File: config.mk
export PLATFORM = sky130hd
export DESIGN_NAME = countdown_timer
export DESIGN_NICKNAME = d
export VERILOG_FILES = /design/src/rtl/countdown_timer.sv
export SDC_FILE = /design/constraint.sdc
export NUM_CORES = 1
export LEC_CHECK = 0
export BUFFER_PORTS_ARGS = -buffer_cell sky130_fd_sc_hd__buf_2
export CAP_MARGIN = 20
export CORE_MARGIN = 2
export CORE_UTILIZATION = 54
export CTS_CLUSTER_SIZE = 20
export DETAILED_ROUTE_END_ITERATION = 16
export MAX_ROUTING_LAYER = met4
export PLACE_DENSITY_LB_ADDON = 0.25
export SKIP_CTS_REPAIR_TIMING = 1
export SLEW_MARGIN = 30
export SYNTH_ARGS = -nofsm -noshare
export SYNTH_HDL_FRONTEND = slang
export SYNTH_SLANG_ARGS = --single-unit
File: constraint.sdc
create_clock -name clk_sys -period 2.6 [get_ports clk_sys]
set_input_delay 0.52 -clock clk_sys [delete_from_list [all_inputs] [get_ports clk_sys]]
set_output_delay 0.52 -clock clk_sys [all_outputs]
set_load 0.03 [all_outputs]
File: src/rtl/countdown_timer.sv
// Countdown-timer engine for the clock's COUNT mode: edits a BCD preset, counts the
// remaining time down once per 1 Hz tick and signals expiry to the light driver.
module countdown_timer #(
   parameter int MAX_HOUR = 23
) (
   input  logic        clk_sys,
   input  logic        rstn,
   input  logic        tick_1hz,
   input  logic        active,
   input  logic [4:0]  button,
   input  logic        start,
   output logic [19:0] time_out,
   output logic [2:0]  cursor,
   output logic [1:0]  tmr_state,
   output logic        expired,
   output logic        ringing
);

   typedef enum logic [1:0] {
      EDIT  = 2'b00,
      RUN   = 2'b01,
      PAUSE = 2'b10,
      DONE  = 2'b11
   } state_t;

   // Hour limits split into BCD digits: tens of the top hour and its units digit.
   localparam logic [1:0] HH_MAX = 2'(MAX_HOUR / 10);
   localparam logic [3:0] HL_TOP = 4'(MAX_HOUR % 10);

   state_t      state, state_n;
   logic [19:0] preset, preset_n;
   logic [19:0] remain, remain_n;
   logic [19:0] remain_dec;
   logic [2:0]  cursor_n;
   logic        btn_up, btn_left, btn_down, btn_right, btn_any, go;

   function automatic logic [19:0] edit_digit(input logic [19:0] t, input logic [2:0] pos,
                                              input logic up);
      logic [3:0] sl, ml, hl;
      logic [2:0] sh, mh;
      logic [1:0] hh;
      {hh, hl, mh, ml, sh, sl} = t;
      case (pos)
         3'd0: sl = up ? ((sl == 4'd9) ? 4'd0 : sl + 4'd1) : ((sl == 4'd0) ? 4'd9 : sl - 4'd1);
         3'd1: sh = up ? ((sh == 3'd5) ? 3'd0 : sh + 3'd1) : ((sh == 3'd0) ? 3'd5 : sh - 3'd1);
         3'd2: ml = up ? ((ml == 4'd9) ? 4'd0 : ml + 4'd1) : ((ml == 4'd0) ? 4'd9 : ml - 4'd1);
         3'd3: mh = up ? ((mh == 3'd5) ? 3'd0 : mh + 3'd1) : ((mh == 3'd0) ? 3'd5 : mh - 3'd1);
         3'd4: begin
            if (up)
               hl = (hl == 4'd9 || (hh == HH_MAX && hl == HL_TOP)) ? 4'd0 : hl + 4'd1;
            else
               hl = (hl == 4'd0) ? ((hh == HH_MAX) ? HL_TOP : 4'd9) : hl - 4'd1;
         end
         3'd5: begin
            // The tens digit is wrapped so that the hour never exceeds MAX_HOUR.
            if (up)
               hh = (hh == HH_MAX || (hh == HH_MAX - 2'd1 && hl > HL_TOP)) ? 2'd0 : hh + 2'd1;
            else
               hh = (hh == 2'd0) ? ((hl > HL_TOP) ? HH_MAX - 2'd1 : HH_MAX) : hh - 2'd1;
         end
         default: ;
      endcase
      return {hh, hl, mh, ml, sh, sl};
   endfunction

   function automatic logic [19:0] bcd_dec(input logic [19:0] t);
      logic [3:0] sl, ml, hl;
      logic [2:0] sh, mh;
      logic [1:0] hh;
      logic       b;
      {hh, hl, mh, ml, sh, sl} = t;
      b = (t != 20'h0);
      if (b) begin if (sl == 4'd0) sl = 4'd9; else begin sl = sl - 4'd1; b = 1'b0; end end
      if (b) begin if (sh == 3'd0) sh = 3'd5; else begin sh = sh - 3'd1; b = 1'b0; end end
      if (b) begin if (ml == 4'd0) ml = 4'd9; else begin ml = ml - 4'd1; b = 1'b0; end end
      if (b) begin if (mh == 3'd0) mh = 3'd5; else begin mh = mh - 3'd1; b = 1'b0; end end
      if (b) begin if (hl == 4'd0) hl = 4'd9; else begin hl = hl - 4'd1; b = 1'b0; end end
      if (b) hh = hh - 2'd1;
      return {hh, hl, mh, ml, sh, sl};
   endfunction

   assign btn_up    = active & button[4];
   assign btn_left  = active & button[3];
   assign btn_down  = active & button[1];
   assign btn_right = active & button[0];
   assign btn_any   = active & |(button & 5'b11011);
   assign go        = active & start;
   assign remain_dec = bcd_dec(remain);

   always_comb begin
      state_n  = state;
      preset_n = preset;
      remain_n = remain;
      cursor_n = cursor;
      case (state)
         EDIT: begin
            if (go && preset != 20'h0) begin
               state_n  = RUN;
               remain_n = preset;
            end else if (btn_left) begin
               cursor_n = (cursor == 3'd5) ? 3'd0 : cursor + 3'd1;
            end else if (btn_right) begin
               cursor_n = (cursor == 3'd0) ? 3'd5 : cursor - 3'd1;
            end else if (btn_up || btn_down) begin
               preset_n = edit_digit(preset, cursor, btn_up);
            end
         end
         RUN: begin
            // DOWN beats everything; reaching zero beats a simultaneous pause request.
            if (btn_down) begin
               state_n  = EDIT;
               remain_n = 20'h0;
            end else begin
               if (tick_1hz) remain_n = remain_dec;
               if (tick_1hz && remain_dec == 20'h0) state_n = DONE;
               else if (go) state_n = PAUSE;
            end
         end
         PAUSE: begin
            if (btn_down) begin
               state_n  = EDIT;
               remain_n = 20'h0;
            end else if (go) begin
               state_n = RUN;
            end
         end
         DONE: begin
            if (go || btn_any) state_n = EDIT;
         end
         default: state_n = EDIT;
      endcase
      if (state_n != EDIT) cursor_n = 3'd0;
   end

   always_ff @(posedge clk_sys) begin
      if (!rstn) begin
         state    <= EDIT;
         preset   <= 20'h0;
         remain   <= 20'h0;
         cursor   <= 3'd0;
         time_out <= 20'h0;
         expired  <= 1'b0;
         ringing  <= 1'b0;
      end else begin
         state    <= state_n;
         preset   <= preset_n;
         remain   <= remain_n;
         cursor   <= cursor_n;
         time_out <= (state_n == EDIT) ? preset_n : remain_n;
         expired  <= (state_n == DONE) && (state != DONE);
         ringing  <= (state_n == DONE);
      end
   end

   assign tmr_state = state;

endmodule

==> qor.csv, run 1 <==
stage;metric;value;unit
status;status;finished, final reports clean;
route;vias_per_cell;6.216;
synth;synth_area_leaders;dfxtp_1 (31%), nor2_1 (5.5%), nand2_1 (4.8%);
synth;synth_top_area_share;31.46;%
route;ant_nets;0;
flow_run;cap_violations;0;
route;drc;0;
layout;stdcell_count;716;
min_path;worst_hold_startpoint;remain[19];
route;dr_total_vias;4451;
cts;htree_levels;3;
cts;cts_root_buf;clkbuf_8;
floorplanning;die-height;92.86;um
synth;syn-num-nets;565;
sta;slew_headroom;56.49;%
layout;design_area;0.005170;mm2
synth;syn_inst;541;
place;dp.cells;696;
route;wirelength;12210;um
synth;async_flop_share;0;%
layout;seqCellArea;0.001343;mm2
power_and_ir_drop;p_total;2.639;mW
global_route;grt.overflow.total;0;
layout;multi_input_area;0.002785;mm2
global_route;grt_pass1_vias;4158;
route;firstDrtPassIters;5;
worst_setup_path;required;2.84;ns
synth;ys_dominant_reg_cell;dfxtp_1;
layout;antenna_cells;0;
cts;clockBufferDepth;2;
sta;rsz0062_at_grt;no;
synth;synth-seq-cells;67;
power_and_ir_drop;p_leak;2.101;nW
place;place_area;0.004851;mm2
floorplanning;initial_core_util;55.47;%
sta;hold_slack;0.5343;ns
layout;drive_gt1_share;26.38;%
worst_setup_path;critPathArrivalTime;2.71;ns
synth;ys_seq_area_share;31.46;%
floorplanning;dieArea;0.008623;mm2
cts;clk_pin_slew;0.07;ns
synth;syn_area;0.004264;mm2
sta;hold_viol;0;
global_route;grt_max_degree;25;
worst_setup_path;path_common_cell;mux2_2;
sta;finClkSkew;0.007635;ns
global_route;grt_usage;30.23;%
worst_setup_path;path_delay_family;simple AND/OR/NAND/NOR gates;
sta;min_period_over_period;95.19;%
global_route;grt_pass1_wl;20170;um
worst_setup_path;critical_path.max_fanout;5;
sta;drv_slew;0;
cts;numCtsBuffers;9;
layout;syn_to_final_growth;21.24;%
cts;clk_latency;0.34;ns
floorplanning;core;0.007687;mm2
worst_setup_path;critPathBufInv;1;
cts;cts_tree;yes;
worst_setup_path;cp_slowest_stage_delay;0.43;ns
synth;synth-edff-count;0;
cts;cts.sinks;67;
worst_setup_path;path_cells;inv_1, ha_2, or3b_4, nor3_4, a21o_4, nand4_4, mux2_2, o31a_1, mux2_2;
global_route;antenna_found_initial;0;
synth;syn_avg_cell_area;7.882;um2
sta;finalSetupTns;0;ns
layout;n_fill_cell;659;
layout;nNetsFinal;633;
route;drt_iter0_markers;379;
floorplanning;die_x;92.86;um
worst_setup_path;path_class;reg -> reg;
worst_setup_path;end_kind;register;
synth;netlist.top_cell.by_area;dfxtp_1;
min_path;hold_path_class;reg -> reg;
power_and_ir_drop;p_per_area;510.4;mW/mm2
layout;final_common_cell;dfxtp_1;
floorplanning;ios;37;
worst_setup_path;cp-start-kind;register;
place;gp_congestion;1.001;
sta;min_period;2.475;ns
sta;tightest_slew;0.6520;ns
layout;mostFrequentLayoutCells;dfxtp_1 (66), nor2_1 (62), buf_4 (60), nand2_1 (53);
place;portBuffers;35;
floorplanning;rows;32;
sta;setup_viol;0;
route;post_drt_wl_per_cell;17.05;um
worst_setup_path;r2r_start;preset[15];
synth;netlist-cell-type-count;76;
sta;fmax;0.4041;GHz
synth;yosysWarningCount;0;
worst_setup_path;critPathLaunch;preset[15];
place;post-dp-hpwl;8889;um
power_and_ir_drop;vdd_ir_drop_max;0.3237;mV
worst_setup_path;critPathSlowestCell;or3b_4;
path summary, 6_finish.rpt:
kind,depth (start not counted),to,slack (ns)
min reg2reg,2,remain[19],0.53
min,2,remain[19],0.53
max,9,time_out[5],0.13
max reg2reg,9,time_out[5],0.13
power by group:
group | total, mW | switching, mW | internal (mW)
registers | 1.09 | 0.0358 | 1.06
clock network | 0.920 | 0.402 | 0.518
logic | 0.625 | 0.398 | 0.227
total | 2.64 | 0.835 | 1.80
cells in the mapped netlist, types with 3 or more instances:
master     count
buf_2          8
nor4b_1        5
a31oi_1        4
a32o_1         3
o21ai_0       26
mux2_2        12
a22o_1         3
a31o_2         3
dfxtp_1       67
a211oi_1       7
o31ai_1        7
nand3_1       16
xnor2_1        5
o21a_1         6
and2_1        11
clkbuf_1      30
nand2b_1       8
nor2_1        63
nand4b_1       3
a21oi_1       35
inv_1         15
or4_1          5
and3_1         5
o221a_2        3
nor4_1         7
nor3b_1        6
nor3_1        14
ha_1          14
nand3b_1       4
a221oi_1      12
or2_2          3
mux2i_1        3
nand2_1       54
nor2b_1        4
or3_1          3
a311oi_1       3
nand4_1        7
o2bb2ai_1      5
o21bai_1       3
tightest hold or removal path, delay by kind of cell, from the launching register on:
family	cells	cell delay [ns]
DFF	1	0.32
AOI/OAI and AO/OA	1	0.08
buffers and inverters	1	0.07
sequential cells by signal, summed over array words and instances, names as in the netlist:
signal / flops
cursor: 3
expired: 1
preset: 20
remain: 20
ringing: 1
time_out: 20
tmr_state: 2
through the flow:
stage	util (%)	setup WS (ns)
CTS	65.87	-0.04896
detailed placement	63.10	-0.03359
global route	67.25	0.002135
floorplan	-	0.1155
finish	67.25	0.1251
global placement	63.10	0.05397
kinds of logic after synthesis:
| logic type | count (synthesis) | synth area share, % |
|---|---|---|
| AND/OR/NAND/NOR | 232 | 28.76 |
| AO/OA/AOI/OAI | 153 | 25.59 |
| flip-flops | 67 | 31.46 |
| buffers and inverters | 54 | 4.988 |
| multiplexers | 15 | 3.873 |
| adder cells (fa/ha/maj) | 14 | 4.108 |
| XOR/XNOR | 6 | 1.232 |
layer usage:
metal,global-route usage [%],routed length (um),vias up
met1,37.18,5286,2107
met3,7.486,950,22
met4,10.54,207,0
met5,-,0,-
li1,-,-,2130
met2,48.49,5765,192
layout make-up:
| class | instances | share of cell area (%) |
|---|---|---|
| clock buffers | 12 | 3.195 |
| clock inverters | 4 | 0.9197 |
| flip-flops and latches | 67 | 25.97 |
| inverters | 15 | 1.089 |
| multi-input cells | 420 | 53.87 |
| repair buffers | 96 | 12.49 |
| well taps | 102 | 2.469 |
(Power assumes the default switching activity.)
==> inputs of run 2 (changes only) <==
- CORE_MARGIN: 2 -> 3
==> run 2 against run 1 <==
  * Die area up 4.4%
  * Hold slack improved by 0.030 ns
  * Final area rose by 0.58%
  * Sequential share of layout area down 0.10 points
  * Wire length rose by 4.2%
  * Register-to-register slack worse by 0.05 ns
  * Global-route usage shrank 0.86 points
  * Critical path depth fell by 2
  * Critical path type unchanged
  * Largest cell class unchanged
==> qor.csv, run 2 (synthesis results as in run 1) <==
stage;metric;value;unit;change
status;status;finished, final reports clean;;
layout;design_area;0.005200;mm2;+0.58%
route;drc;0;;unchanged
power_and_ir_drop;p_per_area;513.8;mW/mm2;+0.66%
route;drt_iter0_markers;596;;+57%
worst_setup_path;critical_path.max_fanout;5;;unchanged
worst_setup_path;end_kind;register;;
place;gp_congestion;1.074;;+7.3%
route;post_drt_wl_per_cell;17.82;um;+4.5%
cts;clk_latency;0.35;ns;about the same
global_route;grt_max_degree;25;;unchanged
sta;fmax;0.3958;GHz;-2.0%
global_route;grt_usage;29.37;%;-0.86 points
power_and_ir_drop;p_sw;886.1;uW;+6.1%
power_and_ir_drop;power.share.sequential;40.9;%;-0.5 points
cts;htree_levels;3;;unchanged
sta;min_period;2.527;ns;+0.05167 ns
min_path;worst_hold_startpoint;remain[19];;
layout;syn_to_final_growth;21.95;%;
power_and_ir_drop;p_int;1.786;mW;-0.99%
worst_setup_path;required;2.84;ns;about the same
place;portBuffers;35;;unchanged
global_route;grt_pass1_wl;19980;um;-0.96%
sta;finalSetupTns;0;ns;unchanged
flow_run;cap_violations;0;;unchanged
route;vias_per_cell;6.314;;+1.6%
layout;mostFrequentLayoutCells;dfxtp_1 (64), nor2_1 (62), buf_4 (61), nand2_1 (53), buf_2 (35);;
power_and_ir_drop;p_leak;2.114;nW;+0.65%
power_and_ir_drop;vdd_ir_drop_max;0.3167;mV;-2.2%
cts;cts_root_buf;clkbuf_8;;
sta;hold_viol;0;;unchanged
place;place_area;0.004847;mm2;about the same
floorplanning;die-height;94.86;um;+2.2%
sta;drv_slew;0;;unchanged
sta;slew_headroom;52.83;%;-3.7 points
floorplanning;ios;37;;unchanged
worst_setup_path;r2r_start;preset[3];;
route;firstDrtPassIters;5;;unchanged
cts;cts_tree;yes;;
route;ant_nets;0;;unchanged
worst_setup_path;critPathArrivalTime;2.77;ns;+0.06 ns
power_and_ir_drop;power_frac_comb;25.4;%;+1.7 points
worst_setup_path;path_class;reg -> reg;;
floorplanning;rows;31;;-3.1%
sta;finClkSkew;0.009830;ns;+0.002195 ns
place;post-dp-hpwl;9069;um;+2.0%
layout;drive_gt1_share;27.15;%;+0.77 points
sta;tightest_slew;0.7075;ns;+0.05554 ns
layout;nNetsFinal;634;;+0.16%
layout;reg_top3;preset (20), remain (20), time_out (20);;
layout;seqCellArea;0.001345;mm2;+0.19%
global_route;grt_pass1_vias;4039;;-2.9%
floorplanning;die_x;94.86;um;+2.2%
layout;multi_input_area;0.002818;mm2;+1.2%
min_path;hold_path_class;reg -> reg;;
power_and_ir_drop;p_total;2.672;mW;+1.2%
worst_setup_path;cp-start-kind;register;;
floorplanning;core;0.007447;mm2;-3.1%
layout;final_common_cell;dfxtp_1;;
floorplanning;initial_core_util;57.26;%;+1.8 points
cts;clk_pin_slew;0.07;ns;about the same
power_and_ir_drop;p_clk_share;33.7;%;-1.2 points
worst_setup_path;critPathLaunch;preset[3];;
route;dr_total_vias;4508;;+1.3%
cts;numCtsBuffers;9;;unchanged
route;wirelength;12720;um;+4.2%
layout;n_fill_cell;629;;-4.6%
cts;clockBufferDepth;2;;unchanged
floorplanning;dieArea;0.008998;mm2;+4.4%
global_route;grt.overflow.total;0;;unchanged
global_route;antenna_found_initial;0;;unchanged
sta;setup_viol;0;;unchanged
sta;min_period_over_period;97.18;%;+2.0 points
cts;cts.sinks;67;;unchanged
power_and_ir_drop;p_sw_share;33.17;%;+1.5 points
layout;antenna_cells;0;;unchanged
## run 2: worst paths after layout
check,to,slack (ns),depth (start not counted)
max,time_out[5],0.07,7
min reg2reg,remain[19],0.56,2
max reg2reg,time_out[5],0.07,7
min,remain[19],0.56,2
## run 2: cell type report
type	count	area share (%)
inverters	15	1.083
clock buffers	11	2.719
repair buffers	97	12.56
flip-flops and latches	67	25.87
well taps	99	2.382
clock inverters	5	1.203
multi-input cells	420	54.19
## run 2: critical path, cell delays in order, from the launching register on
cell     delay (ns)
dfxtp_1        0.32
or4_4          0.56
nor3_4         0.34
a21o_4         0.21
nand4_4        0.09
mux2_4         0.33
o31a_1         0.30
mux2_2         0.26
## run 2: power groups by stage
stage | Clock [mW] | Sequential [mW] | Combinational (mW)
floorplan | 0 | 1.15 | 0.360
global placement | 0 | 1.11 | 0.619
detailed placement | 0 | 1.12 | 0.637
CTS | 0.908 | 1.09 | 0.638
global route | 0.950 | 1.10 | 0.728
finish | 0.901 | 1.09 | 0.678
## run 2: per-stage QoR
step,hold WS [ns],utilization (%),std cells,worst slack (ns)
3_3_place_gp,0.5124,65.09,693,0.03208
2_1_floorplan,0.4667,-,541,0.1155
3_5_place_dp,0.5320,65.09,693,-0.03706
6_report,0.5643,69.83,714,0.07343
4_1_cts,0.5421,67.83,709,-0.05774
5_1_grt,0.5898,69.83,714,-0.03375
## run 2: metal layers
metal  GRT usage, %  vias up  routed length (um)
met1          39.25     2140                5588
met5              -        -                   0
met3          4.223       35                 947
met4          13.34        0                 373
li1               -     2148                   -
met2          43.81      185                5811
==> inputs of run 3 (changes only) <==
- CORE_MARGIN: 3 -> unset
- SLEW_MARGIN: 30 -> 20
==> run 3 against run 2 <==
  * Count of clock-buffer cells in the layout rose by 3
  * Setup slack better by 0.015 ns
  * Hold slack got worse by 0.022 ns
  * Critical path type unchanged
  * Critical endpoint unchanged
  * Sequential cell count unchanged
  * Global-route usage is 3.2 points higher
  * Utilization decreased by 3.5 points
  * Non-clock buffer count down 2
==> qor.csv, run 3 (synthesis results as in run 1) <==
stage;metric;value;unit;change
worst_setup_path;critPathSlowestCell;or3b_4;;
route;wirelength;12670;um;-0.37%
power_and_ir_drop;p_sw;821.1;uW;-7.3%
route;drt_iter0_markers;299;;-50%
worst_setup_path;cp_slowest_stage_delay;0.42;ns;-0.14 ns
layout;multi_input_area;0.002760;mm2;-2.0%
route;firstDrtPassIters;7;;+2
layout;final_common_cell;dfxtp_1;;
worst_setup_path;path_cells;inv_1, ha_2, or3b_4, nor3_4, a21o_4, nand4_4, mux2_2, o31a_1, mux2_2;;
place;portBuffers;35;;unchanged
cts;numCtsBuffers;9;;unchanged
power_and_ir_drop;p_total;2.571;mW;-3.8%
layout;syn_to_final_growth;19.63;%;
cts;clk_latency;0.34;ns;about the same
cts;cts_root_buf;clkbuf_8;;
layout;n_fill_cell;683;;+8.6%
power_and_ir_drop;p_per_area;503.9;mW/mm2;-1.9%
worst_setup_path;critical_path.max_fanout;5;;unchanged
power_and_ir_drop;power.share.sequential;42.5;%;+1.6 points
cts;clockBufferDepth;2;;unchanged
worst_setup_path;path_common_cell;mux2_2;;
floorplanning;rows;32;;+3.2%
power_and_ir_drop;p_leak;2.064;nW;-2.4%
sta;hold_viol;0;;unchanged
power_and_ir_drop;p_sw_share;31.94;%;-1.2 points
route;ant_nets;0;;unchanged
global_route;grt.overflow.total;0;;unchanged
worst_setup_path;critPathArrivalTime;2.75;ns;-0.02 ns
worst_setup_path;reg2reg_slack;0.09;ns;about the same
route;post_drt_wl_per_cell;17.72;um;-0.51%
layout;reg_top3;preset (20), remain (20), time_out (20);;
floorplanning;core;0.007687;mm2;+3.2%
route;dr_total_vias;4389;;-2.6%
sta;slew_headroom;41.68;%;-11 points
global_route;grt_pass1_wl;20830;um;+4.3%
worst_setup_path;reg2regPathDepth;9;;+2
sta;min_period;2.512;ns;-0.01474 ns
layout;drive_gt1_share;24.47;%;-2.7 points
sta;setup_viol;0;;unchanged
place;gp_congestion;0.9708;;-9.6%
sta;finClkSkew;0.008940;ns;-0.0008901 ns
worst_setup_path;end_kind;register;;
worst_setup_path;r2r_end;time_out[5];;
floorplanning;die-height;90.86;um;-4.2%
floorplanning;initial_core_util;55.47;%;-1.8 points
global_route;grt_usage;32.61;%;+3.2 points
cts;cts.sinks;67;;unchanged
power_and_ir_drop;p_int;1.749;mW;-2.0%
flow_run;cap_violations;0;;unchanged
power_and_ir_drop;vdd_ir_drop_max;0.4221;mV;+33%
floorplanning;die_x;90.86;um;-4.2%
cts;cts_tree;yes;;
layout;stdcell_count;715;;+0.14%
worst_setup_path;critPathBufInv;1;;+1
place;post-dp-hpwl;9349;um;+3.1%
status;status;finished, final reports clean;;
layout;nNetsFinal;632;;-0.32%
cts;clk_pin_slew;0.07;ns;about the same
place;dp.cells;697;;+0.58%
min_path;holdPathEnd;remain[19];;
global_route;grt_max_degree;25;;unchanged
worst_setup_path;cp-start-kind;register;;
sta;min_period_over_period;96.61;%;-0.57 points
min_path;hold_path_depth;2;;unchanged
layout;seqCellArea;0.001344;mm2;about the same
min_path;worst_hold_startpoint;remain[19];;
floorplanning;ios;37;;unchanged
sta;fmax;0.3981;GHz;+0.59%
floorplanning;dieArea;0.008256;mm2;-8.3%
worst_setup_path;r2r_start;preset[15];;
sta;tightest_slew;0.8738;ns;+0.1663 ns
power_and_ir_drop;p_clk_share;33.1;%;-0.6 points
route;drc;0;;unchanged
worst_setup_path;required;2.83;ns;about the same
min_path;hold_path_class;reg -> reg;;
power_and_ir_drop;power_frac_comb;24.3;%;-1.1 points
worst_setup_path;path_class;reg -> reg;;
route;vias_per_cell;6.138;;-2.8%
global_route;antenna_found_initial;0;;unchanged
worst_setup_path;path_delay_family;simple AND/OR/NAND/NOR gates;;
sta;drv_slew;0;;unchanged
global_route;grt_pass1_vias;4132;;+2.3%
layout;mostFrequentLayoutCells;dfxtp_1 (65), nor2_1 (63), buf_4 (60), nand2_1 (54);;
layout;antenna_cells;0;;unchanged
cts;htree_levels;3;;unchanged
[run 3: metrics by stage]
| step | utilization [%] | area [um2] | setup TNS (ns) | worst slack (ns) | hold slack, ns |
|---|---|---|---|---|---|
| 2_1_floorplan | - | 4264 | 0 | 0.1155 | 0.4667 |
| 6_report | 66.36 | 5101 | 0 | 0.08818 | 0.5424 |
| 4_1_cts | 65.48 | 5034 | -0.06854 | -0.05172 | 0.5384 |
| 3_3_place_gp | 63.04 | 4846 | 0 | 0.009549 | 0.5008 |
| 5_1_grt | 66.36 | 5101 | -0.002967 | -0.001971 | 0.5826 |
| 3_5_place_dp | 63.04 | 4846 | -0.07684 | -0.05279 | 0.5300 |
[run 3: cell type report]
class | instances | share of cell area [%]
multi-input combinational | 420 | 54.11
sequential | 67 | 26.34
timing repair buffer | 95 | 12.26
clock buffer | 14 | 2.992
tap | 102 | 2.502
inverter | 15 | 1.104
clock inverter | 2 | 0.6868
[run 3: worst register-to-register path: stages, from the launching register on]
cell	delay [ns]
dfxtp_1	0.31
inv_1	0.10
ha_2	0.20
or3b_4	0.42
nor3_4	0.22
a21o_4	0.20
nand4_4	0.10
mux2_2	0.29
o31a_1	0.31
mux2_2	0.26
[run 3: power groups by stage]
stage	registers, mW	logic (mW)	clock network [mW]
final	1.09	0.625	0.852
after global routing	1.10	0.672	0.911
after CTS	1.09	0.606	0.871
after detailed placement	1.12	0.604	0
after global placement	1.11	0.594	0
after floorplan	1.15	0.360	0
[run 3: how the worst max path moves through the flow]
stage	slack, ns	end	startpoint	cells past startpoint
finish	0.09	time_out[5]	preset[15]	9
detailed placement	-0.05	time_out[2]	preset[15]	10
global route	-0.002	time_out[12]	preset[15]	10
global placement	0.01	time_out[1]	button[3]	8
floorplan	0.12	time_out[5]	preset[14]	9
CTS	-0.05	time_out[2]	preset[15]	10
[run 3: per-layer routing]
layer	vias up	global-route usage, %	part of all wire [%]
li1	2137	-	-
met4	0	12.17	1.8
met2	144	51.89	48
met1	2086	42.27	45
met3	22	4.209	4.9
met5	-	-	0
